--- src/rtl/uart_pkg.sv ---
// uart_pkg: receiver state encodings and counter width helper shared by the UART blocks
package uart_pkg;
  typedef enum logic [2:0] {s_idle, s_start, s_data, s_stop, s_recover} state_t;
  function automatic int cnt_w(input int n);
    return $clog2(n) + 1;
  endfunction
endpackage

--- src/rtl/uart_rx_if.sv ---
// uart_rx_if: RX FIFO write port plus frame status pulses
interface uart_rx_if #(parameter int P_BIT_CNT = 8);
  logic [P_BIT_CNT-1:0] fifo_wr_data;
  logic fifo_wr_en;
  logic fifo_full;
  logic frame_err;
  logic overrun;
  modport master(output fifo_wr_data, fifo_wr_en, frame_err, overrun, input fifo_full);
  modport slave(input fifo_wr_data, fifo_wr_en, frame_err, overrun, output fifo_full);
endinterface

--- src/rtl/sync_2ff.sv ---
// sync_2ff: two-flop synchronizer for an asynchronous input with a chosen reset value
module sync_2ff #(parameter logic P_RST_VAL = 1'b1) (
  input  logic i_clk,
  input  logic i_rst,
  input  logic i_d,
  output logic o_q
);
  logic meta;
  always_ff @(posedge i_clk) begin
    if (i_rst) {o_q, meta} <= {P_RST_VAL, P_RST_VAL};
    else {o_q, meta} <= {meta, i_d};
  end
endmodule

--- src/rtl/uart_rx.sv ---
// uart_rx: oversampling UART receiver feeding the RX FIFO one word per good frame
module uart_rx
  import uart_pkg::*;
#(
  parameter int P_DELAY_CNT = 868,
  parameter int P_BIT_CNT   = 8
) (
  input logic i_clk,
  input logic i_rst,
  input logic i_sig,
  uart_rx_if.master rx
);
  localparam int DW = cnt_w(P_DELAY_CNT);
  localparam int BW = cnt_w(P_BIT_CNT);
  logic s, tick;
  state_t state, state_n;
  logic [DW-1:0] dly, dly_n;
  logic [BW-1:0] bits, bits_n;
  logic [P_BIT_CNT-1:0] sh, sh_n, data, data_n;
  logic wr, wr_n, ferr, ferr_n, ovr, ovr_n;
  sync_2ff #(.P_RST_VAL(1'b1)) u_sync (.i_clk(i_clk), .i_rst(i_rst), .i_d(i_sig), .o_q(s));
  assign tick = dly == DW'(1);
  always_ff @(posedge i_clk) begin
    if (i_rst) begin
      state <= s_idle;
      dly   <= '0;
      bits  <= '0;
      sh    <= '0;
      data  <= '0;
      {wr, ferr, ovr} <= '0;
    end else begin
      state <= state_n;
      dly   <= dly_n;
      bits  <= bits_n;
      sh    <= sh_n;
      data  <= data_n;
      {wr, ferr, ovr} <= {wr_n, ferr_n, ovr_n};
    end
  end
  always_comb begin
    state_n = state;
    dly_n   = (dly > DW'(1)) ? dly - DW'(1) : dly;
    bits_n  = bits;
    sh_n    = sh;
    data_n  = data;
    wr_n    = 1'b0;
    ferr_n  = 1'b0;
    ovr_n   = 1'b0;
    case (state)
      s_idle: if (!s) begin
        dly_n   = DW'(P_DELAY_CNT / 2);
        state_n = s_start;
      end
      s_start: if (tick) begin
        dly_n   = DW'(P_DELAY_CNT);
        bits_n  = BW'(P_BIT_CNT);
        state_n = s ? s_idle : s_data;
      end
      s_data: if (tick) begin
        sh_n    = {s, sh[P_BIT_CNT-1:1]};
        bits_n  = bits - BW'(1);
        dly_n   = DW'(P_DELAY_CNT);
        state_n = (bits == BW'(1)) ? s_stop : s_data;
      end
      s_stop: if (tick) begin
        wr_n    = s & ~rx.fifo_full;
        ovr_n   = s & rx.fifo_full;
        ferr_n  = ~s;
        data_n  = wr_n ? sh : data;
        state_n = s ? s_idle : s_recover;
      end
      s_recover: state_n = s ? s_idle : s_recover;
      default: state_n = s_idle;
    endcase
  end
  assign rx.fifo_wr_data = data;
  assign rx.fifo_wr_en   = wr;
  assign rx.frame_err    = ferr;
  assign rx.overrun      = ovr;
endmodule

--- src/flat_wrapper.sv ---
// flat-port wrapper written by rule: the top's interface ports become plain ports
module uart_rx_flat import uart_pkg::*;
#(
  parameter int P_DELAY_CNT = 868,
  parameter int P_BIT_CNT   = 8
)
  (i_clk, i_rst, i_sig, rx_fifo_wr_data, rx_fifo_wr_en, rx_frame_err, rx_overrun, rx_fifo_full);
  uart_rx_if #(.P_BIT_CNT(P_BIT_CNT)) rx_i ();
  input logic i_clk;
  input logic i_rst;
  input logic i_sig;
  output wire logic [$bits(rx_i.fifo_wr_data)-1:0] rx_fifo_wr_data;
  output wire logic [$bits(rx_i.fifo_wr_en)-1:0] rx_fifo_wr_en;
  output wire logic [$bits(rx_i.frame_err)-1:0] rx_frame_err;
  output wire logic [$bits(rx_i.overrun)-1:0] rx_overrun;
  input wire logic [$bits(rx_i.fifo_full)-1:0] rx_fifo_full;
  assign rx_fifo_wr_data = rx_i.fifo_wr_data;
  assign rx_fifo_wr_en = rx_i.fifo_wr_en;
  assign rx_frame_err = rx_i.frame_err;
  assign rx_overrun = rx_i.overrun;
  assign rx_i.fifo_full = rx_fifo_full;
  uart_rx #(.P_DELAY_CNT(P_DELAY_CNT), .P_BIT_CNT(P_BIT_CNT)) u_core (.i_clk(i_clk), .i_rst(i_rst), .i_sig(i_sig), .rx(rx_i));
endmodule
--- config.mk ---
export PLATFORM = sky130hd
export DESIGN_NAME = uart_rx_flat
export DESIGN_NICKNAME = d
export VERILOG_FILES = /design/src/rtl/uart_pkg.sv /design/src/rtl/uart_rx_if.sv /design/src/rtl/sync_2ff.sv /design/src/rtl/uart_rx.sv /design/src/flat_wrapper.sv
export SDC_FILE = /design/constraint.sdc
export NUM_CORES = 1
export LEC_CHECK = 0
export ABC_AREA = 1
export CAP_MARGIN = 5
export CORE_AREA = 2 2 72 74
export CTS_CLUSTER_DIAMETER = 40
export DETAILED_ROUTE_END_ITERATION = 10
export DIE_AREA = 0 0 74 76
export SLEW_MARGIN = 15
export SYNTH_ARGS = -nofsm -noshare
export SYNTH_HDL_FRONTEND = slang
export SYNTH_HIERARCHICAL = 1
export SYNTH_SLANG_ARGS = --single-unit
--- constraint.sdc ---
create_clock -name i_clk -period 1.6 [get_ports i_clk]
set_input_delay 0.24 -clock i_clk [delete_from_list [all_inputs] [get_ports i_clk]]
set_output_delay 0.24 -clock i_clk [all_outputs]
set_load 0.02 [all_outputs]
==> qor.log <==
qor: status.status completed
qor: grt.grt-ovfl-total 0
qor: job.timing.max_cap.violations 0
qor: placed_design.dp_hpwl 2.89 mm
qor: clocking.cts_bufs_inserted 5
qor: routing.wire_per_inst 11.5 µm
qor: clocking.hold_buffers 0
qor: yosys.syn_inst 245
qor: clocking.cts-root-to-sink-buffers 2
qor: sta.worst_pin_slew 0.403 ns
qor: placed_design.io_buffer_count 14
qor: worst_setup_path.worstPathRequired 1.78 ns
qor: yosys.ys_types 32
qor: sta.setup_viol 0
qor: worst_setup_path.worst_path_most_repeated_cell sky130_fd_sc_hd__nand2_1
qor: worst_setup_path.slowest_delay 0.32 ns
qor: clocking.ctsHtreeMaxLevel 2
qor: cells_and_area.multi_input_area 992 µm²
qor: cells_and_area.stdcell_count 339
qor: yosys.netlist_area 1890 µm²
qor: placed_design.placement.setup.worst_slack 0.119 ns
qor: worst_setup_path.regToRegSetupSlack 0.10 ns
qor: worst_hold_path.hold_path_end u_core/u_sync/o_q$_SDFF_PP1_
qor: cells_and_area.final_nets 276
qor: cells_and_area.antenna_cells 0
qor: placed_design.place_inst 331
qor: clocking.worst_skew_pair.late_latency 0.29 ns
qor: routing.drt_first_pass_iters 4
qor: grt.maximum_number_of_pins_on_one_net_before_global_route_repair 23
qor: sta.clock.fmax 0.668 GHz
qor: worst_setup_path.worst-r2r-cell-count 9
qor: die.io_pins 15
qor: clocking.total_clock_sinks 39
qor: sta.timing.clock.skew 0.00474 ns
qor: worst_setup_path.worst_ep_arrival_time 1.68 ns
qor: grt.via_count_of_the_first_global_routing_pass 1483
qor: worst_setup_path.startpoint_type register
qor: cells_and_area.flow.area_growth_from_synthesis 20.3%
qor: cells_and_area.share_of_final_layout_standard_cells_stronger_than_drive_strength_1 0.186
qor: grt.grt.total_usage 0.149
qor: cells_and_area.seqCellArea 781 µm²
qor: grt.antenna_violations_before_repair 0
qor: sta.hold_viol_final 0
qor: sta.final_critical_path_setup_slack 0.103 ns
qor: die.die_height 76 µm
qor: pwr.cellPowerDensity 1590 nW/µm²
qor: yosys.synth-seq-cells 39
qor: yosys.synth-seq-area-share 0.412
qor: pwr.total_leakage_power 0.959 nW
qor: worst_hold_path.timing.hold.worst.class register to register
qor: cells_and_area.filler_cell_count 508
qor: die.die_x 74 µm
qor: routing.antenna_left 0
qor: routing.first_iter_violations 62
qor: sta.rsz0062_at_grt false
qor: worst_hold_path.min_from u_core/u_sync/meta$_SDFF_PP1_
qor: clocking.register_clock_pin_slew_on_the_reported_worst_setup_and_hold_paths 0.08 ns
qor: pwr.ir_worst_vdd 0.556 mV
qor: sta.fin_hold_ws 0.428 ns
qor: die.die_area 5620 µm²
qor: clocking.clock_tree.root_cell sky130_fd_sc_hd__clkbuf_8
qor: clocking.clock_tree_from_tritoncts yes
qor: worst_setup_path.timing.critical_path.cells inv_1, ha_2, nand2_4, inv_2, nand3_2, nand2_1, nand2_1, o21ai_0, nor2_1
qor: grt.wire_length_of_the_first_global_routing_pass 6.66 mm
qor: routing.routed_wirelength 3.89 mm
qor: sta.drv_slew 0
qor: worst_hold_path.worstHoldPathCells 2
qor: cells_and_area.final_core_utilization 0.464
qor: yosys.mean_post_synth_cell_area 7.73 µm²
qor: worst_setup_path.critPathKind register to register
qor: routing.vias 1606
qor: sta.timing.final.crit_period 1.50 ns
qor: routing.drt-vias-per-instance 4.74
qor: yosys.syn-num-nets 253
qor: worst_setup_path.critical_path_peak_fanout 3
qor: yosys.synth-warning-count 6
qor: sta.min_period_over_period 0.935
qor: worst_setup_path.critical_path.endpoint_type register
qor: routing.drc_errors 0
qor: worst_setup_path.cp_slowest_cell sky130_fd_sc_hd__dfxtp_1
qor: worst_setup_path.crit_reg_reg_endpoint u_core/state[1]$_SDFFE_PP0P_
qor: sta.maxSlewHeadroom 0.731
qor: sta.finalSetupTns 0 ns
qor: worst_setup_path.r2r_start u_core/dly[1]$_SDFF_PP0_
qor: die.initial_core_util 0.386
qor: placed_design.gp_congestion 0.867
qor: die.core_region_area 4910 µm²
qor: die.placement_rows 26
==> metrics by stage <==
stage          total power, mW  cell area [µm²]
2_1_floorplan             2.45             1890
3_3_place_gp              2.74             2150
3_5_place_dp              2.74             2150
4_1_cts                   3.62             2270
5_1_grt                   3.88             2280
6_report                  3.63             2280
==> sequential cells by signal, summed over array words and instances (netlist names) <==
register / cells
u_core/state: 3
u_core/sh: 8
u_core/dly: 11
u_core/rx.fifo_wr_data: 8
u_core/rx.frame_err: 1
u_core/u_sync/o_q: 1
u_core/u_sync/meta: 1
u_core/rx.overrun: 1
u_core/bits: 4
u_core/rx.fifo_wr_en: 1
==> synthesized netlist by cell type <==
master	n	area share
sky130_fd_sc_hd__nor2_4	2	0.012
sky130_fd_sc_hd__nor3_1	5	0.013
sky130_fd_sc_hd__nand2_1	41	0.081
sky130_fd_sc_hd__xnor2_1	1	0.0046
sky130_fd_sc_hd__a31oi_1	2	0.0066
sky130_fd_sc_hd__nand3_4	1	0.0092
sky130_fd_sc_hd__and3_1	1	0.0033
sky130_fd_sc_hd__a21oi_1	18	0.048
sky130_fd_sc_hd__nor2_1	31	0.061
sky130_fd_sc_hd__buf_6	1	0.0059
sky130_fd_sc_hd__xor2_1	7	0.032
sky130_fd_sc_hd__nand3_1	18	0.048
sky130_fd_sc_hd__nor3_4	1	0.0086
sky130_fd_sc_hd__o21ai_1	9	0.024
sky130_fd_sc_hd__a31o_2	1	0.0046
sky130_fd_sc_hd__nand2_4	4	0.024
sky130_fd_sc_hd__nand4_1	2	0.0066
sky130_fd_sc_hd__nand4_4	1	0.011
sky130_fd_sc_hd__nand3_2	1	0.0053
sky130_fd_sc_hd__ha_1	4	0.026
sky130_fd_sc_hd__clkbuf_1	4	0.0079
sky130_fd_sc_hd__nor3_2	2	0.011
sky130_fd_sc_hd__o21ai_0	6	0.016
sky130_fd_sc_hd__a21oi_2	4	0.018
sky130_fd_sc_hd__and2_2	1	0.0040
sky130_fd_sc_hd__inv_2	6	0.012
sky130_fd_sc_hd__nand2_2	3	0.0099
sky130_fd_sc_hd__dfxtp_1	39	0.41
sky130_fd_sc_hd__inv_1	22	0.044
sky130_fd_sc_hd__nor2_2	5	0.017
sky130_fd_sc_hd__or2_1	1	0.0033
sky130_fd_sc_hd__nor2_8	1	0.011
==> worst max path at each step <==
stage	start	to	slack (ns)	cells after the start
2_1_floorplan	u_core/dly[1]$_SDFF_PP0_	u_core/dly[5]$_SDFF_PP0_	0.27	10
6_report	u_core/dly[1]$_SDFF_PP0_	u_core/state[1]$_SDFFE_PP0P_	0.10	9
5_1_grt	u_core/dly[1]$_SDFF_PP0_	u_core/state[1]$_SDFFE_PP0P_	0.004	9
3_3_place_gp	rx_fifo_full	u_core/rx.fifo_wr_data[7]$_SDFFE_PP0P_	0.13	7
3_5_place_dp	rx_fifo_full	u_core/rx.fifo_wr_data[1]$_SDFFE_PP0P_	0.12	7
4_1_cts	u_core/rx.fifo_wr_data[0]$_SDFFE_PP0P_	rx_fifo_wr_data[0]	0.11	1
==> timing repair <==
item | CTS | global route
setup buffers | 0 | 0
endpoints found under the setup margin | 0 | 4
gates resized for setup | 0 | 3
==> layer usage <==
metal | up-vias | global-route usage | wire length [µm]
met5 | - | 0 | 0
met4 | 0 | 0.0600 | 65
met3 | 7 | 0.0357 | 158
met2 | 30 | 0.220 | 1710
met1 | 735 | 0.208 | 1960
li1 | 834 | - | -
==> placed cells by master, fill, tap and decap left out, types with 5 or more instances in the layout <==
| master | count |
|---|---|
| sky130_fd_sc_hd__nand3_1 | 18 |
| sky130_fd_sc_hd__a21oi_1 | 18 |
| sky130_fd_sc_hd__nor3_1 | 5 |
| sky130_fd_sc_hd__buf_4 | 7 |
| sky130_fd_sc_hd__inv_1 | 22 |
| sky130_fd_sc_hd__xor2_1 | 7 |
| sky130_fd_sc_hd__nand2_1 | 40 |
| sky130_fd_sc_hd__nor2_1 | 31 |
| sky130_fd_sc_hd__inv_2 | 6 |
| sky130_fd_sc_hd__clkbuf_8 | 6 |
| sky130_fd_sc_hd__o21ai_0 | 6 |
| sky130_fd_sc_hd__dfxtp_1 | 39 |
| sky130_fd_sc_hd__clkdlybuf4s50_1 | 14 |
| sky130_fd_sc_hd__o21ai_1 | 9 |
==> power breakdown <==
group          switching (mW)  internal (mW)
combinational           0.998          0.531
sequential              0.134           1.10
clock                   0.353          0.513
==> layout make-up <==
class | instances | area share
flip-flops and latches | 39 | 0.342
inverters | 28 | 0.0461
multi-input cells | 173 | 0.435
clock inverters | 2 | 0.0170
well taps | 70 | 0.0384
repair buffers | 21 | 0.0845
clock buffers | 6 | 0.0362
==> cells by family (layout without fill, tap and decap cells) <==
kind of cell | count (synthesis) | count (layout) | synth area share
XOR/XNOR | 8 | 8 | 0.0370
buffers and inverters | 33 | 57 | 0.0693
AO/OA/AOI/OAI | 40 | 40 | 0.117
adder cells (fa/ha/maj) | 4 | 4 | 0.0264
AND/OR/NAND/NOR | 121 | 121 | 0.338
flip-flops | 39 | 39 | 0.412
==> worst max-delay path: cells and delay by family, from the launching register on <==
kind            cells  cell delay, ns
simple gates        5            0.46
flops               1            0.32
fa+ha+maj           1            0.21
buf+inv             2            0.20
compound gates      1            0.19
Note: power is estimated with default switching activity, not from simulation.
